==> src/rtl/edge_detector_multi.sv <==
// Multi-channel synchronised, debounced edge detector.
// Ports: clk, rst, signal/mode/clear in; outedge/rise/fall/sticky/count out.
module edge_detector_multi #(
  parameter int CHANNELS    = 4,
  parameter int SYNC_STAGES = 2,
  parameter int DEBOUNCE    = 4,
  parameter int COUNT_W     = 8
) (
  input  logic                          clk,
  input  logic                          rst,
  input  logic [CHANNELS-1:0]           signal,
  input  logic [2*CHANNELS-1:0]         mode,
  input  logic [CHANNELS-1:0]           clear,
  output logic [CHANNELS-1:0]           outedge,
  output logic [CHANNELS-1:0]           rise,
  output logic [CHANNELS-1:0]           fall,
  output logic [CHANNELS-1:0]           sticky,
  output logic [CHANNELS*COUNT_W-1:0]   count
);

  typedef enum logic [2:0] {
    INIT,
    ZERO,
    PEND_UP,
    ONE,
    PEND_DN
  } state_t;

  localparam int WW = $clog2(SYNC_STAGES + 1);
  localparam int DW = $clog2(DEBOUNCE + 1);

  logic [WW-1:0] wcnt;
  logic          warm;

  // warm-up counter: FSMs stay in INIT until sync chains are filled
  assign warm = (wcnt == WW'(SYNC_STAGES));

  always_ff @(posedge clk) begin
    if (rst) begin
      wcnt <= '0;
    end else if (!warm) begin
      wcnt <= wcnt + WW'(1);
    end
  end

  for (genvar i = 0; i < CHANNELS; i++) begin : g_ch
    logic [SYNC_STAGES-1:0] sq;
    logic                   s;
    state_t                 st;
    state_t                 st_n;
    logic [DW-1:0]          dcnt;
    logic [DW-1:0]          dcnt_n;
    logic [DW-1:0]          dinc;
    logic                   rn;
    logic                   fn;
    logic                   on;
    logic [1:0]             m;
    logic                   rq;
    logic                   fq;
    logic                   oq;
    logic                   sq_st;
    logic [COUNT_W-1:0]     cq;

    assign s    = sq[SYNC_STAGES-1];
    assign m    = mode[2*i +: 2];
    assign dinc = dcnt + DW'(1);

    always_comb begin
      st_n   = st;
      dcnt_n = dcnt;
      rn     = 1'b0;
      fn     = 1'b0;
      case (st)
        INIT: begin
          if (warm) st_n = s ? ONE : ZERO;
        end
        ZERO: begin
          if (s) begin
            if (DEBOUNCE == 1) begin
              st_n = ONE;
              rn   = 1'b1;
            end else begin
              st_n   = PEND_UP;
              dcnt_n = DW'(1);
            end
          end
        end
        PEND_UP: begin
          if (!s) begin
            st_n   = ZERO;
            dcnt_n = '0;
          end else if (dinc == DW'(DEBOUNCE)) begin
            st_n   = ONE;
            rn     = 1'b1;
            dcnt_n = '0;
          end else begin
            dcnt_n = dinc;
          end
        end
        ONE: begin
          if (!s) begin
            if (DEBOUNCE == 1) begin
              st_n = ZERO;
              fn   = 1'b1;
            end else begin
              st_n   = PEND_DN;
              dcnt_n = DW'(1);
            end
          end
        end
        PEND_DN: begin
          if (s) begin
            st_n   = ONE;
            dcnt_n = '0;
          end else if (dinc == DW'(DEBOUNCE)) begin
            st_n   = ZERO;
            fn     = 1'b1;
            dcnt_n = '0;
          end else begin
            dcnt_n = dinc;
          end
        end
        default: begin
          st_n   = INIT;
          dcnt_n = '0;
        end
      endcase
    end

    assign on = (rn & m[0]) | (fn & m[1]);

    always_ff @(posedge clk) begin
      if (rst) begin
        sq    <= '0;
        st    <= INIT;
        dcnt  <= '0;
        rq    <= 1'b0;
        fq    <= 1'b0;
        oq    <= 1'b0;
        sq_st <= 1'b0;
        cq    <= '0;
      end else begin
        sq   <= {sq[SYNC_STAGES-2:0], signal[i]};
        st   <= st_n;
        dcnt <= dcnt_n;
        rq   <= rn;
        fq   <= fn;
        oq   <= on;
        // a new event beats a simultaneous clear
        if (on) sq_st <= 1'b1;
        else if (clear[i]) sq_st <= 1'b0;
        if (on) cq <= cq + COUNT_W'(1);
      end
    end

    assign rise[i]                  = rq;
    assign fall[i]                  = fq;
    assign outedge[i]               = oq;
    assign sticky[i]                = sq_st;
    assign count[i*COUNT_W +: COUNT_W] = cq;
  end

endmodule

==> config.mk <==
export PLATFORM = sky130hd
export DESIGN_NAME = edge_detector_multi
export DESIGN_NICKNAME = d
export VERILOG_FILES = /design/src/rtl/edge_detector_multi.sv
export SDC_FILE = /design/constraint.sdc
export NUM_CORES = 1
export LEC_CHECK = 0
export CAP_MARGIN = 20
export CELL_PAD_IN_SITES_DETAIL_PLACEMENT = 0
export CELL_PAD_IN_SITES_GLOBAL_PLACEMENT = 1
export CORE_ASPECT_RATIO = 1.75
export CORE_MARGIN = 2
export CORE_UTILIZATION = 44
export CTS_CLUSTER_DIAMETER = 200
export CTS_CLUSTER_SIZE = 28
export DETAILED_ROUTE_END_ITERATION = 8
export HOLD_SLACK_MARGIN = 0.05
export PLACE_DENSITY_LB_ADDON = 0.15
export SLEW_MARGIN = 20
export SYNTH_ARGS = -nofsm -noshare
export SYNTH_HDL_FRONTEND = slang
export SYNTH_SLANG_ARGS = --single-unit
==> constraint.sdc <==
create_clock -name clk -period 2.9 [get_ports clk]
set_input_delay 0.58 -clock clk [delete_from_list [all_inputs] [get_ports clk]]
set_output_delay 0.58 -clock clk [all_outputs]
set_load 0.05 [all_outputs]
==> impl_metrics.ini, run 1 <==
[setup_path]
crit_chain = clkdlybuf4s50_1
timing.reg2reg.worst_path_depth = 5
setup.worst_path.end = count[5]
startpoint_type = register
cp-end-kind = primary output
cp_slowest_cell = clkdlybuf4s50_1
worstPathRequired_ns = 2.32
timing.critical_path.slowest_cell_delay_ns = 0.85
crit_start = g_ch[0].cq[5]
crit-reg2reg-launch = g_ch[0].dcnt[0]
path_depth = 1
arrival_ns = 1.63
crit_buf_inv = 1
setup.reg_to_reg.worst_slack_ns = 0.85
cell_family_contributing_the_most_delay_on_the_critical_path = buffers and inverters
criticalPathCategory = register to primary output
critical_path.max_fanout = 7
r2r_end = g_ch[0].cq[5]

[clocking]
insertion_delay_ns = 0.34
cts_root_buf = clkbuf_16
post_cts_resized = 0
clock_slew_at_the_register_clock_pins_of_the_worst_setup_and_hold_paths_ns = 0.06
cts-htree-levels = 3
cts_tree = done
number_of_cts_inserted_buffers = 9
cts-root-to-sink-buffers = 2
post-cts-setup-buffers = 0
cts.hold.buffers_added = 0
clock_sink_count = 82

[synthesis]
yosys.area.top_type_share_pct = 38.9
synth.avg_cell_area_um2 = 8.72
async_reset_ff_share_pct = 0
yosys.area_share.xor_xnor_pct = 4.98
synthesis.nets = 521
synth_top_cells_by_area = dfxtp_1, ha_1, a21oi_1
postSynthCellCount = 484
synth-main-ff-cell = dfxtp_1
synthesis.yosys.warnings = 0
edff_count_synth = 0
synth_simple_gate_area_share_pct = 25.1
synth_top_area_cell = dfxtp_1
netlist_area_mm2 = 0.00422
synth_compound_gate_area_share_pct = 17.1
ys_ff_latch = 82
main_combinational_cell_family_by_area_after_synthesis = simple AND/OR/NAND/NOR gates
synth-adder-area-share_pct = 5.63
synth_seq_area_share_pct = 38.9
post_synth_mux_area_share_pct = 1.01
synth.distinct_cells = 56

[grt]
grt_overflow = 0
use_met1_pct = 21.3
first_global_vias = 3314
grt_use_met3_pct = 3.79
grt_first_pass_wirelength_um = 15300
grt_max_degree = 45
grt.busiest_layer = met2
track_usage_pct = 18.0
grt_util_met2_pct = 31.2
antenna_found_initial = 0

[floorplanning]
ioPinCount = 66
die_area_mm2 = 0.0104
die_y_um = 134
die-width_um = 78.0
start_util_pct = 44.8
core_region_area_mm2 = 0.00941
placementRows = 47

[final_layout]
antenna_cells_inserted = 0
post_route_cells_drive_above_1_share_pct = 6.15
layout-area-overhead-vs-synth_pct = 21.9
postLayoutCellArea_mm2 = 0.00514
nets = 552
layoutNonFillerInstCount = 642

[job]
max_cap_viol_count = 0

[detailed_routing]
antenna_left = 0
post_drt_via_cell_ratio = 5.45
detail_route.first_pass.iterations = 4
route.final.wire_length_um = 8970
wl_per_cell_um = 14.0
via_count = 3500
drc = 0
drt_first_iter_violations = 201

[timing]
fmax_mhz = 452
timing.final.crit_period_ns = 2.21
hold_viol = 0
fin_skew_ns = 0.00574
finalCritPeriodShare_pct = 76.3
final-max-slew-violation-count = 0
tightestPinTransition_ns = 0.841
maxSlewHeadroom_pct = 42.5
totalNegativeSetupSlack_ns = 0
hold_ws_ns = 0.439
setup_repair_after_global_routing_missed_its_margin = false
timing.final.setup_violations = 0

[placed_design]
post_dp_cell_area_mm2 = 0.00481
globalplace.congestion = 0.788
dp_cells = 626
buffer_ports.inserted = 65
hpwl_um = 6100

[pwr]
p_total_mw = 2.85
vdd.ir_drop.worst_mv = 0.369
powerDensity_mw_per_mm2 = 554
cellLeakagePower_nw = 1.72

[hold_path]
hold_path_class = register to register

[outcome]
outcome = finished, final reports clean
==> registers in the layout, indices dropped and copies added, names as in the netlist <==
name and cells:
g_ch.sq 8, g_ch.fq 4, g_ch.dcnt 12, g_ch.rq 4, g_ch.oq 4, wcnt 2
g_ch.sq_st 4, g_ch.st 12, g_ch.cq 32
==> stage by stage <==
stage | setup WS [ns] | util [%]
2_1_floorplan | 1.05 | -
3_3_place_gp | 0.516 | 51.1
3_5_place_dp | 0.481 | 51.1
4_1_cts | 0.664 | 54.7
5_1_grt | 0.634 | 54.7
6_report | 0.688 | 54.7
==> layer usage <==
layer | routed length (um) | vias up
met3 | 266 | 9
met4 | 119 | 0
met2 | 4640 | 54
met5 | 0 | -
li1 | - | 1785
met1 | 3950 | 1652
==> where the power goes <==
group	switching [mW]	internal [mW]	leakage, nW
clock network	0.444	0.836	0.166
registers	0.109	1.17	0.663
logic	0.125	0.162	0.888
total	0.677	2.17	1.72
==> worst min-delay path by stage <==
stage	startpoint	to	slack (ns)	cells past startpoint
after floorplan	g_ch[0].sq[0]	g_ch[0].sq[1]	0.41	1
after global placement	g_ch[1].sq[0]	g_ch[1].sq[1]	0.43	1
after detailed placement	g_ch[1].sq[0]	g_ch[1].sq[1]	0.43	1
after CTS	g_ch[1].sq[0]	g_ch[1].sq[1]	0.44	1
after global routing	g_ch[1].sq[0]	g_ch[1].sq[1]	0.45	1
final	g_ch[1].sq[0]	g_ch[1].sq[1]	0.44	1
==> area by class of cell <==
cell class	instances	area, um^2
clock buffer	10	229
clock inverter	6	105
fill	865	4270
inverter	15	56.3
multi-input combinational	338	2270
sequential	82	1640
tap	122	153
timing repair buffer	69	688
==> cell usage after synthesis (all sizes together), types with 3 or more instances <==
master and number:
nor3 8, nor2b 17, or2 3, xnor2 17, a221oi 3, inv 15, or3 4, a211oi 13
nand4 4, o32a 4, nor4 9, nand4b 9, nand2 19, clkbuf 24, nand3b 4, dfxtp 82
nand2b 21, or4 6, buf 25, a21oi 36, o31ai 3, xor2 7, nor4bb 4, nand4bb 4
nor3b 3, nor2 40, o32ai 4, a2111oi 4, ha 19, a21o 6, o21ai 19, nand3 17
==> cells by family after synthesis <==
kind of cell / count (synthesis)
buf+inv: 64
mux: 4
fa+ha+maj: 19
flops: 82
xor+xnor: 24
simple gates: 183
compound gates: 108
==> placed cells by master (no fill, tap or decap), drive strengths merged, types with 5 or more instances in the layout <==
cell,count
ha,19
a21oi,36
clkdlybuf4s50,64
xor2,7
or4,6
nand3,17
nand2b,21
clkbuf,10
nor3,8
nor2b,17
dfxtp,82
a211oi,13
nor2,40
a21o,6
inv,15
nand2,19
nand4b,9
xnor2,17
buf,5
nor4,9
o21ai,19
(Power assumes the default switching activity.)
==> inputs of run 2 (changes only) <==
--- a/config.mk
+++ b/config.mk
@@ -10,7 +10,7 @@
 export CELL_PAD_IN_SITES_GLOBAL_PLACEMENT = 1
 export CORE_ASPECT_RATIO = 1.75
 export CORE_MARGIN = 2
-export CORE_UTILIZATION = 44
+export CORE_UTILIZATION = 37
 export CTS_CLUSTER_DIAMETER = 200
 export CTS_CLUSTER_SIZE = 28
 export DETAILED_ROUTE_END_ITERATION = 8
==> constraint.sdc (replaced) <==
create_clock -name clk -period 2.03 [get_ports clk]
set_input_delay 0.406 -clock clk [delete_from_list [all_inputs] [get_ports clk]]
set_output_delay 0.406 -clock clk [all_outputs]
set_load 0.05 [all_outputs]
==> run 2 against run 1 <==
- first-iteration DRC count fell by 17%
- final area rose by 4.6%
- global-route usage is 2.1 points lower
- clock power increased by 26%
- final cell count up 6.4%
- critical path type unchanged
- non-clock buffer count grew 31
- die area up 18%
- critical path depth unchanged
==> impl_metrics.ini, run 2 (same netlist as run 1, synthesis figures left out) <==
[outcome]
outcome = finished, final reports clean

[setup_path]
crit_chain = clkdlybuf4s50_1
startpoint_type = register
timing.critical_path.slowest_cell_delay_ns = 0.84
cp-end-kind = primary output
criticalPathCategory = register to primary output
critical_path.max_fanout = 4
cell_family_contributing_the_most_delay_on_the_critical_path = buffers and inverters
crit_buf_inv = 1
r2r_end = g_ch[1].cq[7]
worstPathRequired_ns = 1.62
arrival_ns = 1.59
cp_slowest_cell = clkdlybuf4s50_1
timing.reg2reg.worst_path_depth = 6
crit-reg2reg-launch = g_ch[1].dcnt[0]
setup.reg_to_reg.worst_slack_ns = 0.18

[pwr]
cellLeakagePower_nw = 2.00
clock_share_of_power_pct = 41.1
p_comb_share_pct = 14.5
power.share.switching_pct = 25.6
vdd.ir_drop.worst_mv = 0.429
switching_pwr_mw = 1.00
p_total_mw = 3.91
cell_internal_pwr_mw = 2.91
sequential_cell_fraction_of_total_power_pct = 44.4
powerDensity_mw_per_mm2 = 726

[timing]
tightestPinTransition_ns = 0.558
fmax_mhz = 501
setup_repair_after_global_routing_missed_its_margin = false
final-max-slew-violation-count = 0
hold_ws_ns = 0.442
finalCritPeriodShare_pct = 98.3
final_critical_path_setup_slack_ns = 0.0336
fin_skew_ns = 0.00564
timing.final.setup_violations = 0
maxSlewHeadroom_pct = 62.8
hold_viol = 0
timing.final.crit_period_ns = 2.00

[placed_design]
dp_slack_ns = -0.0151
hpwl_um = 6980
buffer_ports.inserted = 65
globalplace.congestion = 0.798

[grt]
grt_overflow = 0
first_global_vias = 3411
grt_max_degree = 27
antenna_found_initial = 0
track_usage_pct = 15.9
grt_first_pass_wirelength_um = 16100

[floorplanning]
start_util_pct = 38.0
core_region_area_mm2 = 0.0111
placementRows = 51
ioPinCount = 66
die_area_mm2 = 0.0123
die-width_um = 84.7
die_y_um = 145

[final_layout]
final.fill_count = 1092
nets = 583
most_frequent_standard_cell_in_the_layout_excluding_fill_and_tap_cells = dfxtp_1
final_cell_mix = dfxtp_1, clkdlybuf4s50_1, nor2_1, a21oi_1, buf_4
layout-area-overhead-vs-synth_pct = 27.6
max_reg_flops = 32
post_route_cells_drive_above_1_share_pct = 12.2
registers.top_by_ff_count = g_ch.cq
antenna_cells_inserted = 0
layout_top_registers = g_ch.cq: 32 flops, g_ch.dcnt: 12 flops, g_ch.st: 12 flops

[detailed_routing]
detail_route.first_pass.iterations = 4
antenna_left = 0
drc = 0
drt_first_iter_violations = 167
wl_per_cell_um = 14.0
route.final.wire_length_um = 9540
post_drt_via_cell_ratio = 5.27
via_count = 3601

[clocking]
cts.hold.buffers_added = 0
clock_sink_count = 82
insertion_delay_ns = 0.34
cts_root_buf = clkbuf_16
number_of_cts_inserted_buffers = 9
cts_tree = done
cts-htree-levels = 3
cts-root-to-sink-buffers = 2
clock_slew_at_the_register_clock_pins_of_the_worst_setup_and_hold_paths_ns = 0.06

[hold_path]
whs_endpoint = g_ch[1].sq[1]
hold_path_class = register to register
worst_hold_startpoint = g_ch[1].sq[0]
min_path_cells = 1

[job]
max_cap_viol_count = 0
-- run 2: changes by cell type in the layout (fill, tap and decap cells not counted), sizes merged, moves of 2 or more --
cell,change
dlymetal6s2s,+7
bufinv,-2
clkdlybuf4s50,-12
buf,+34
clkinvlp,+2
dlygate4sd2,+2
-- run 2: worst max-delay path by stage --
stage	to	start	slack, ns	depth (start not counted)
final	count[11]	g_ch[1].cq[3]	0.03	1
after global routing	count[12]	g_ch[1].cq[4]	0.005	1
after CTS	count[11]	g_ch[1].cq[3]	0.003	1
after detailed placement	g_ch[0].cq[3]	mode[1]	-0.02	6
after global placement	g_ch[0].cq[3]	mode[1]	0.02	6
after floorplan	g_ch[0].cq[7]	g_ch[0].cq[2]	0.18	4
-- run 2: stage by stage --
stage / setup TNS (ns) / utilization (%) / cells / cell area, um^2
after floorplan: 0 / - / 484 / 4220
after global placement: 0 / 45.7 / 667 / 5070
after detailed placement: -0.0237 / 45.7 / 667 / 5070
after CTS: 0 / 48.3 / 683 / 5360
after global routing: 0 / 48.5 / 683 / 5380
final: 0 / 48.5 / 683 / 5380
-- run 2: layout make-up --
type / instances / area, um^2 / share of cell area, %
inverters: 15 / 56.3 / 1.05
well taps: 132 / 165 / 3.07
clock buffers: 9 / 225 / 4.19
clock inverters: 7 / 68.8 / 1.28
repair buffers: 100 / 953 / 17.7
multi-input cells: 338 / 2270 / 42.2
flip-flops and latches: 82 / 1640 / 30.5
-- run 2: metal layers --
metal | vias to the layer above | wire (um) | global-route usage, %
met4 | 0 | 112 | 7.62
met2 | 75 | 5200 | 28.7
met1 | 1673 | 3940 | 17.5
li1 | 1847 | - | -
met3 | 6 | 291 | 2.73
met5 | - | 0 | 0
-- run 2: repair_timing --
item,in CTS,in global routing
setup buffers,0,0
gates cloned,0,0
setup endpoints to repair,2,7
gates resized for setup,2,7
-- run 2: power groups by stage --
stage | combinational (mW) | clock, mW | sequential [mW]
after floorplan | 0.397 | 0 | 1.76
after global placement | 0.552 | 0 | 1.77
after detailed placement | 0.567 | 0 | 1.77
after CTS | 0.568 | 1.68 | 1.74
after global routing | 0.626 | 1.74 | 1.74
final | 0.565 | 1.61 | 1.74
==> inputs of run 3 (changes only) <==
--- a/config.mk
+++ b/config.mk
@@ -10,7 +10,7 @@
 export CELL_PAD_IN_SITES_GLOBAL_PLACEMENT = 1
 export CORE_ASPECT_RATIO = 1.75
 export CORE_MARGIN = 2
-export CORE_UTILIZATION = 37
+export CORE_UTILIZATION = 41
 export CTS_CLUSTER_DIAMETER = 200
 export CTS_CLUSTER_SIZE = 28
 export DETAILED_ROUTE_END_ITERATION = 8
==> constraint.sdc (replaced) <==
create_clock -name clk -period 2.2 [get_ports clk]
set_input_delay 0.44 -clock clk [delete_from_list [all_inputs] [get_ports clk]]
set_output_delay 0.44 -clock clk [all_outputs]
set_load 0.05 [all_outputs]
==> run 3 against run 2 <==
- power is 7.0% lower
- clock skew increased by 0.00079 ns
- via count decreased by 0.81%
- hold slack better by 0.0024 ns
- final area fell by 1.8%
- critical path depth stayed put
- critical endpoint is now count[5]
- core utilization is 3.5 points higher
- flip-flop and latch count did not move
- global-route usage up 2.3 points
- register-to-register slack better by 0.09 ns
- die area down 9.4%
- combinational power down 8.5%
==> impl_metrics.ini, run 3 (same netlist as run 1, synthesis figures left out) <==
[pwr]
cellLeakagePower_nw = 1.80
p_total_mw = 3.63
vdd.ir_drop.worst_mv = 0.478
powerDensity_mw_per_mm2 = 688

[setup_path]
timing.reg2reg.worst_path_depth = 6
crit_chain = clkdlybuf4s50_1
cell_family_contributing_the_most_delay_on_the_critical_path = buffers and inverters
cp-end-kind = primary output
arrival_ns = 1.65
crit_buf_inv = 1
worstPathRequired_ns = 1.76
critical_path.max_fanout = 7
cp_slowest_cell = clkdlybuf4s50_1
path_depth = 1
criticalPathCategory = register to primary output
timing.critical_path.slowest_cell_delay_ns = 0.85
startpoint_type = register

[grt]
first_global_vias = 3479
grt_max_degree = 34
track_usage_pct = 18.2
antenna_found_initial = 0
grt_first_pass_wirelength_um = 16100
grt_overflow = 0

[detailed_routing]
antenna_left = 0
detail_route.first_pass.iterations = 4
drt_first_iter_violations = 150
wl_per_cell_um = 14.4
post_drt_via_cell_ratio = 5.34
via_count = 3572
route.final.wire_length_um = 9620
drc = 0

[placed_design]
hpwl_um = 6970
globalplace.congestion = 0.786
dp_slack_ns = 0.113
buffer_ports.inserted = 65
dp_cells = 653

[clocking]
cts-htree-levels = 3
post_cts_resized = 0
cts_root_buf = clkbuf_16
clock_sink_count = 82
clock_slew_at_the_register_clock_pins_of_the_worst_setup_and_hold_paths_ns = 0.06
insertion_delay_ns = 0.34
cts_tree = done
post-cts-setup-buffers = 0
cts-root-to-sink-buffers = 2
number_of_cts_inserted_buffers = 9
cts.hold.buffers_added = 0

[final_layout]
layoutNonFillerInstCount = 669
nets = 574
max_reg_flops = 32
layout-area-overhead-vs-synth_pct = 25.3
layout_top_registers = g_ch.cq: 32 flops, g_ch.dcnt: 12 flops, g_ch.st: 12 flops
final.fill_count = 1037
post_route_cells_drive_above_1_share_pct = 10.1
antenna_cells_inserted = 0
most_frequent_standard_cell_in_the_layout_excluding_fill_and_tap_cells = dfxtp_1
final_cell_mix = dfxtp_1, clkdlybuf4s50_1, nor2_1, a21oi_1, buf_4
registers.top_by_ff_count = g_ch.cq

[outcome]
outcome = finished, final reports clean

[floorplanning]
placementRows = 49
die_area_mm2 = 0.0111
start_util_pct = 41.5
ioPinCount = 66
core_region_area_mm2 = 0.0102
die-width_um = 80.7
die_y_um = 138

[timing]
fin_skew_ns = 0.00643
final_critical_path_setup_slack_ns = 0.115
final-max-slew-violation-count = 0
maxSlewHeadroom_pct = 54.9
hold_ws_ns = 0.444
tightestPinTransition_ns = 0.676
timing.final.setup_violations = 0
fmax_mhz = 480
setup_repair_after_global_routing_missed_its_margin = false
totalNegativeSetupSlack_ns = 0
finalCritPeriodShare_pct = 94.8
hold_viol = 0
timing.final.crit_period_ns = 2.09

[hold_path]
hold_path_class = register to register
min_path_cells = 1

[job]
max_cap_viol_count = 0
run 3: cell count changes in the layout (fill, tap and decap cells not counted), moves of 2 or more:
| cell | before | now |
|---|---|---|
| dlygate4sd2_1 | 2 | 0 |
| buf_12 | 3 | 1 |
| dlymetal6s2s_1 | 7 | 0 |
| clkdlybuf4s50_1 | 52 | 64 |
| clkinv_2 | 3 | 1 |
| buf_4 | 35 | 25 |
run 3: path summary, 6_finish.rpt:
kind / from / end / slack [ns]
max: g_ch[0].cq[5] / count[5] / 0.11
min: g_ch[3].sq[0] / g_ch[3].sq[1] / 0.44
max reg2reg: g_ch[1].dcnt[0] / g_ch[1].cq[7] / 0.27
min reg2reg: g_ch[3].sq[0] / g_ch[3].sq[1] / 0.44
run 3: final cells by class:
type,instances,area [um^2],area share (%)
Inverter,15,56.3,1.07
Tap cell,127,159,3.01
Clock buffer,10,239,4.52
Clock inverter,6,66.3,1.25
Multi-Input combinational cell,338,2270,43.0
Sequential cell,82,1640,31.1
Timing Repair Buffer,91,853,16.1
run 3: where the power goes:
part | internal, mW | switching [mW] | total, mW | leakage, nW
logic | 0.252 | 0.265 | 0.517 | 1.00
clock network | 0.909 | 0.611 | 1.52 | 0.141
registers | 1.55 | 0.0500 | 1.60 | 0.663
total | 2.71 | 0.926 | 3.63 | 1.80
run 3: through the flow:
step	utilization, %	instance area (um^2)
2_1_floorplan	-	4220
3_3_place_gp	48.9	4980
3_5_place_dp	48.9	4980
4_1_cts	51.9	5290
5_1_grt	51.9	5290
6_report	51.9	5290
run 3: per-layer routing:
metal	global-route usage, %	up-vias	wire length (um)
li1	-	1823	-
met1	20.0	1696	3950
met2	33.6	40	5300
met3	2.81	13	202
met4	7.23	0	174
met5	0	-	0
run 3: worst register-to-register path, stage by stage, from the launching register on:
cell and delay, ns:
dfxtp_1 0.38, ha_1 0.21, ha_1 0.21, nand4b_1 0.14, a211oi_1 0.35, and3_1 0.21
mux2_2 0.32
